[config.mk]
export PLATFORM = sky130hd
export DESIGN_NAME = mac_pipe
export DESIGN_NICKNAME = d
export VERILOG_FILES = /design/src/rtl/mac_pipe.sv
export SDC_FILE = /design/constraint.sdc
export NUM_CORES = 1
export LEC_CHECK = 0
export BUFFER_PORTS_ARGS = -buffer_cell sky130_fd_sc_hd__buf_4
export CAP_MARGIN = 20
export CORE_MARGIN = 10
export CORE_UTILIZATION = 50
export DETAILED_ROUTE_END_ITERATION = 8
export PLACE_DENSITY = 0.71
export SLEW_MARGIN = 20
export SYNTH_ARGS = -nofsm -noshare
export SYNTH_HDL_FRONTEND = slang
export SYNTH_SLANG_ARGS = --single-unit
export TNS_END_PERCENT = 5
[constraint.sdc]
create_clock -name clk -period 2.6 [get_ports clk]
set_clock_uncertainty 0.15 [all_clocks]
set_input_delay 0.26 -clock clk [delete_from_list [all_inputs] [get_ports clk]]
set_output_delay 0.26 -clock clk [all_outputs]
set_load 0.02 [all_outputs]
[src/rtl/mac_pipe.sv]
// mac_pipe: two-stage pipelined unsigned multiply-add / multiply-accumulate.
//
// Each accepted beat computes either a*b+c (mode 0) or accumulates a*b into
// an internal accumulator (mode 1; acc_clr restarts the accumulation).
// Valid/ready handshake on input and output. Both stages and the
// accumulator advance together on en = !out_valid || out_ready.
//
// Optional feature macro: MAC_SAT_EN
//   undefined : DATA_OUT wraps modulo 2^ACC_W, ovf flags the carry out.
//   defined   : on carry out, DATA_OUT saturates to all ones; in mode 1 the
//               accumulator also holds all ones until acc_clr or reset.
//
// Ports:
//   clk        in   1          rising-edge clock
//   reset      in   1          asynchronous, active-high
//   in_valid   in   1          input beat present
//   in_ready   out  1          beat accepted this cycle (equals en)
//   a, b       in   WIDTH      multiplicand / multiplier
//   c          in   2*WIDTH    addend (mode 0 only)
//   mode       in   1          0: a*b+c, 1: accumulate a*b
//   acc_clr    in   1          mode 1: this beat restarts accumulation
//   out_valid  out  1          DATA_OUT holds a result
//   out_ready  in   1          consumer takes the result this cycle
//   DATA_OUT   out  ACC_W      result
//   ovf        out  1          carry out of ACC_W occurred for this result
module mac_pipe #(
    parameter int WIDTH = 8,
    parameter int GUARD = 4
) (
    input  logic                       clk,
    input  logic                       reset,
    input  logic                       in_valid,
    output logic                       in_ready,
    input  logic [WIDTH-1:0]           a,
    input  logic [WIDTH-1:0]           b,
    input  logic [2*WIDTH-1:0]         c,
    input  logic                       mode,
    input  logic                       acc_clr,
    output logic                       out_valid,
    input  logic                       out_ready,
    output logic [2*WIDTH+GUARD-1:0]   DATA_OUT,
    output logic                       ovf
);

    localparam int ACC_W = 2*WIDTH + GUARD;
    localparam int EXT_W = ACC_W + 1 - 2*WIDTH;

    logic                 en;

    logic                 s1_valid_q, s1_valid_d;
    logic [2*WIDTH-1:0]   s1_prod_q,  s1_prod_d;
    logic [2*WIDTH-1:0]   s1_c_q,     s1_c_d;
    logic                 s1_mode_q,  s1_mode_d;
    logic                 s1_clr_q,   s1_clr_d;

    logic [ACC_W-1:0]     acc_q,      acc_d;
    logic                 out_valid_q, out_valid_d;
    logic [ACC_W-1:0]     data_q,     data_d;
    logic                 ovf_q,      ovf_d;

    logic [ACC_W:0]       prod_ext;
    logic [ACC_W:0]       c_ext;
    logic [ACC_W:0]       sum;
    logic [ACC_W-1:0]     result;

    assign en       = !out_valid_q || out_ready;
    assign in_ready = en;

    // Stage-2 arithmetic, one bit wider than the accumulator to catch the carry.
    always_comb begin
        prod_ext = {{EXT_W{1'b0}}, s1_prod_q};
        c_ext    = {{EXT_W{1'b0}}, s1_c_q};
        if (!s1_mode_q) begin
            sum = prod_ext + c_ext;
        end else if (s1_clr_q) begin
            sum = prod_ext;
        end else begin
            sum = {1'b0, acc_q} + prod_ext;
        end
`ifdef MAC_SAT_EN
        result = sum[ACC_W] ? {ACC_W{1'b1}} : sum[ACC_W-1:0];
`else
        result = sum[ACC_W-1:0];
`endif
    end

    always_comb begin
        s1_valid_d  = s1_valid_q;
        s1_prod_d   = s1_prod_q;
        s1_c_d      = s1_c_q;
        s1_mode_d   = s1_mode_q;
        s1_clr_d    = s1_clr_q;
        acc_d       = acc_q;
        out_valid_d = out_valid_q;
        data_d      = data_q;
        ovf_d       = ovf_q;
        if (en) begin
            s1_valid_d  = in_valid;
            if (in_valid) begin
                s1_prod_d = a * b;
                s1_c_d    = c;
                s1_mode_d = mode;
                s1_clr_d  = acc_clr;
            end
            out_valid_d = s1_valid_q;
            // A bubble leaves the last result in place; only out_valid drops.
            if (s1_valid_q) begin
                data_d = result;
                ovf_d  = sum[ACC_W];
                if (s1_mode_q) begin
                    acc_d = result;
                end
            end
        end
    end

    always_ff @(posedge clk or posedge reset) begin
        if (reset) begin
            s1_valid_q  <= 1'b0;
            s1_prod_q   <= '0;
            s1_c_q      <= '0;
            s1_mode_q   <= 1'b0;
            s1_clr_q    <= 1'b0;
            acc_q       <= '0;
            out_valid_q <= 1'b0;
            data_q      <= '0;
            ovf_q       <= 1'b0;
        end else begin
            s1_valid_q  <= s1_valid_d;
            s1_prod_q   <= s1_prod_d;
            s1_c_q      <= s1_c_d;
            s1_mode_q   <= s1_mode_d;
            s1_clr_q    <= s1_clr_d;
            acc_q       <= acc_d;
            out_valid_q <= out_valid_d;
            data_q      <= data_d;
            ovf_q       <= ovf_d;
        end
    end

    assign out_valid = out_valid_q;
    assign DATA_OUT  = data_q;
    assign ovf       = ovf_q;

endmodule

* After elaboration in Yosys (flattened, before gate mapping)
Index checks and enable logic that the tools add are counted.
** Word-level totals
- Register bits :: 77
- Input port bits :: 38
** Cells by class
- $add $sub $neg :: 2
- Multiply operators :: 1
- Multiplexer cells :: 2
- Reduce and logical (&&, ||, !) cells :: 5
** Operators with widths (count)
- $mux W21 :: 2
- $add A20 B16 Y21 :: 1
- $add A16 B16 Y17 :: 1
- $mul A8 B8 Y16 :: 1
- $reduce_and A2 Y1 :: 2
- $reduce_and A3 Y1 :: 1
- $logic_not A1 Y1 :: 1
- $logic_or A1 B1 Y1 :: 1

* Longest topological paths before layout
- Depth in word-level cells :: 3
- Mapped depth :: 16
- Mapped depth without buffers :: 16

* Worst setup path after synthesis
Ideal clock, no wire load.
- Path kind :: in2reg
- Start point :: input a[1]
- End point :: register s1_prod_q[13]
- Arrival time :: 3.975 ns
- Path slack :: -1.672 ns
- Cell stages on the path :: 14
- Path buffers :: 0
- Cell sequence :: and2_1 -> fa_1 -> fa_1 -> inv_1 -> fa_1 -> fa_1 -> inv_1 -> ha_1 -> o21ai_0 -> a21oi_1 -> o311a_1 -> o41ai_1 -> mux2i_1 -> o311ai_0
** Between the ends
- Cells in the longest elaborated chain, start to end :: 1
** Ends and longest elaborated chain
- start, declared :: line 34 : input logic [WIDTH-1:0] a,
- $mul A8 B8 Y16 :: line 100 : s1_prod_d = a * b;
- end signal, assigned :: line 130 : s1_prod_q <= s1_prod_d;
- end, declared :: line 51 : logic [2*WIDTH-1:0] s1_prod_q, s1_prod_d;
Every way passes these cells.
A chain may end at the register's enable or synchronous reset.

* Worst setup path in the final report
- Start point :: input a[3]
- End point :: register s1_prod_q[11]
Same word-level chain as after synthesis.

==> flow_metrics.py <==
metrics = {
    "sta": {
        "setup_slack_ns": -1.241,
        "slew_headroom_pct": 55.06,
        "hold_ws_ns": 0.1581,
        "worst-slew-pin-transition_ns": 0.6725,
        "finalSetupTns_ns": -10.72,
        "rsz0062_at_grt": "yes",
        "finalCritPeriodShare_pct": 147.7,
        "setup_viol": 20,
        "final-hold-violation-count": 0,
        "fmax_mhz": 260.4,
        "drv_slew": 0,
        "min_period_ns": 3.841,
    },
    "global_routing": {
        "use_met3_pct": 2.622,
        "grt_pass1_wl_um": 30140,
        "use_met2_pct": 35.66,
        "grt_usage_pct": 19.42,
        "grt_use_met1_pct": 22.43,
        "busiest_layer": "met2",
        "grt_antenna_before_repair": 0,
        "grt-ovfl-total": 0,
        "grt_max_degree": 78,
        "grt_pass1_vias": 6533,
    },
    "logic_synthesis": {
        "synth_most_common_cell": "nand2_1",
        "synth_seq_cells": 77,
        "synthFlopType": "dfrtp_1",
        "netlist_instances": 801,
        "synth_top_area_share_pct": 27.92,
        "synth_area_um2": 6902,
        "synth_area_leader_cell": "dfrtp_1",
        "synthesis.nets": 945,
        "seq_area_frac_synth_pct": 27.92,
        "avgSynthCellArea_um2": 8.616,
        "synth_cell_types": 66,
        "synth_edf_count": 0,
        "yosys_warnings": 0,
        "synth_common_cells": "nand2_1 (154), dfrtp_1 (77), inv_1 (77)",
        "async_reset_ff_share_pct": 100.0,
        "yosys-top-cells-area": "dfrtp_1 (28%), ha_1 (12%), fa_1 (11%)",
    },
    "clock_tree": {
        "cts_sinks": 77,
        "insertion_delay_ns": 0.34,
        "root_buffer": "clkbuf_16",
        "cts_buffers": 9,
        "ctsLongestPathBuffers": 2,
        "htree_levels": 3,
        "clk_pin_slew_ns": 0.06,
        "cts_setup_buffers": 0,
        "cts_tree": "yes",
    },
    "cells_and_area": {
        "multi_input_area_um2": 4846,
        "fin_nets": 1095,
        "regArea_um2": 1929,
        "area_growth_pct": 28.73,
        "antenna_cells": 0,
        "nFillCells": 1102,
        "final_area_um2": 8885,
        "drive_gt1_share_pct": 23.46,
        "utilization_pct": 66.30,
    },
    "floorplanning": {
        "core-area_um2": 13400,
        "fp.dieArea_um2": 18900,
        "io_pins": 61,
        "row_count": 42,
        "die_w_um": 137.5,
        "initial_core_util_pct": 51.50,
        "die_y_um": 137.5,
    },
    "job": {
        "drv_cap": 0,
    },
    "status": {
        "status": "finished with violations",
        "violations": "negative setup slack",
    },
    "setup_path": {
        "worstPathCellList": "buf_4 > and2_1 > fa_1 > fa_1 > fa_1 > inv_2 > fa_1 > inv_2 > ha_4 > or2_4 > o311a_4 > buf_4 > o21a_1 > o21a_1 > o31ai_2",
        "end_kind": "register",
        "cp_data_required_time_ns": 2.70,
        "cp_max_fo": 6,
        "crit_slowest_cell": "fa_1",
        "critPathArrivalTime_ns": 3.94,
        "path_class": "in2reg",
        "start_kind": "input port",
        "cp_common_cell": "fa_1",
        "max_stage_delay_ns": 0.55,
    },
    "place": {
        "place_area_um2": 8240,
        "place_congestion": 0.9473,
        "hpwl_um": 13890,
        "port-buffer-count": 60,
        "place_ws_ns": -1.755,
    },
    "routing": {
        "vias": 6233,
        "drt-wirelength-per-cell_um": 15.87,
        "drc": 0,
        "first_pass_iters": 5,
        "drt-total-wl_um": 17940,
        "ant_nets": 0,
        "vias_per_cell": 5.511,
        "drt_iter0_markers": 437,
    },
    "power_and_ir_drop": {
        "p_leak_nw": 4.378,
        "pwr_density_cell_nw_per_um2": 1070,
        "peakVddDrop_mv": 0.4594,
    },
    "worst_hold_path": {
        "hp-class": "in2reg",
    },
}
registers in the layout (all words and copies together) (netlist names):
| name | count |
|---|---|
| DATA_OUT | 20 |
| acc_q | 20 |
| s1_c_q | 16 |
| s1_valid_q | 1 |
| out_valid | 1 |
| ovf | 1 |
| s1_mode_q | 1 |
| s1_clr_q | 1 |
| s1_prod_q | 16 |
per-layer routing:
metal | wire (um) | vias up | share of wire [%]
met5 | 0 | - | 0
li1 | - | 3040 | -
met1 | 7485 | 3032 | 42
met3 | 672 | 28 | 3.7
met2 | 9429 | 133 | 53
met4 | 357 | 0 | 2.0
where the power goes:
group / total (mW) / internal [mW] / switching (mW)
registers: 1.98 / 1.63 / 0.351
clock network: 1.24 / 0.737 / 0.505
logic: 6.28 / 2.94 / 3.34
cell type report:
cell class / instances / share of cell area, %
clock inverter: 6 / 0.7323
sequential: 77 / 21.72
inverter: 78 / 3.295
multi-input combinational: 619 / 54.54
clock buffer: 9 / 2.535
tap: 176 / 2.479
timing repair buffer: 166 / 14.70
worst max-delay path, delay by kind of cell:
family                   cells  cell delay [ns]
AO/OA/AOI/OAI                4             0.70
adder cells (fa/ha/maj)      5             2.20
buffers and inverters        4             0.37
AND/OR/NAND/NOR              2             0.40
layout by cell type (no fill, tap or decap), types with 4 or more instances in the layout:
cell type	instances
o31ai_1	5
inv_1	70
inv_2	7
xnor2_1	14
mux2i_1	4
dfrtp_1	75
nand2b_1	5
xor2_1	15
ha_4	6
and2_1	48
ha_1	59
o21a_1	12
nor3_1	9
a31oi_1	7
a21oi_1	32
o211ai_1	11
and3_1	6
nand2_1	153
a211oi_1	5
fa_1	33
dlygate4sd3_1	19
nand3_1	14
fa_2	5
buf_4	146
a21oi_2	4
clkbuf_16	9
o31ai_2	4
nand4_1	5
nor2_1	28
a21o_1	16
o21ai_0	46
cells by family after synthesis:
kind of cell,after synthesis,synth area share [%]
AO/OA/AOI/OAI,186,18.67
XOR/XNOR,31,3.934
adder cells (fa/ha/maj),106,23.35
buffers and inverters,105,5.711
flip-flops,77,27.92
multiplexers,7,1.070
AND/OR/NAND/NOR,289,19.34
metrics by stage:
step                std cells  power, mW
floorplan                 801      5.954
global placement         1097      7.651
detailed placement       1097      7.877
CTS                      1131      9.297
global route             1131      10.31
finish                   1131      9.507
timing repair:
item / in CTS / in global routing
endpoints found under the setup margin: 30 / 34
gates resized for setup: 18 / 18
pin swaps: 18 / 7
endpoints found under the hold margin: 95 / 0
hold buffers: 19 / 0
gates cloned: 0 / 0
final timing paths:
kind / endpoint / cells past startpoint / slack (ns) / from
max: s1_prod_q[11] / 15 / -1.24 / a[3]
min: s1_prod_q[0] / 4 / 0.16 / b[0]
max reg2reg: DATA_OUT[10] / 11 / -0.09 / s1_prod_q[0]
min reg2reg: DATA_OUT[17] / 2 / 0.33 / DATA_OUT[17]
max in group asynchronous: s1_prod_q[2] / 4 / 1.53 / reset
min in group asynchronous: acc_q[0] / 4 / 0.41 / reset
(Power assumes the default switching activity.)
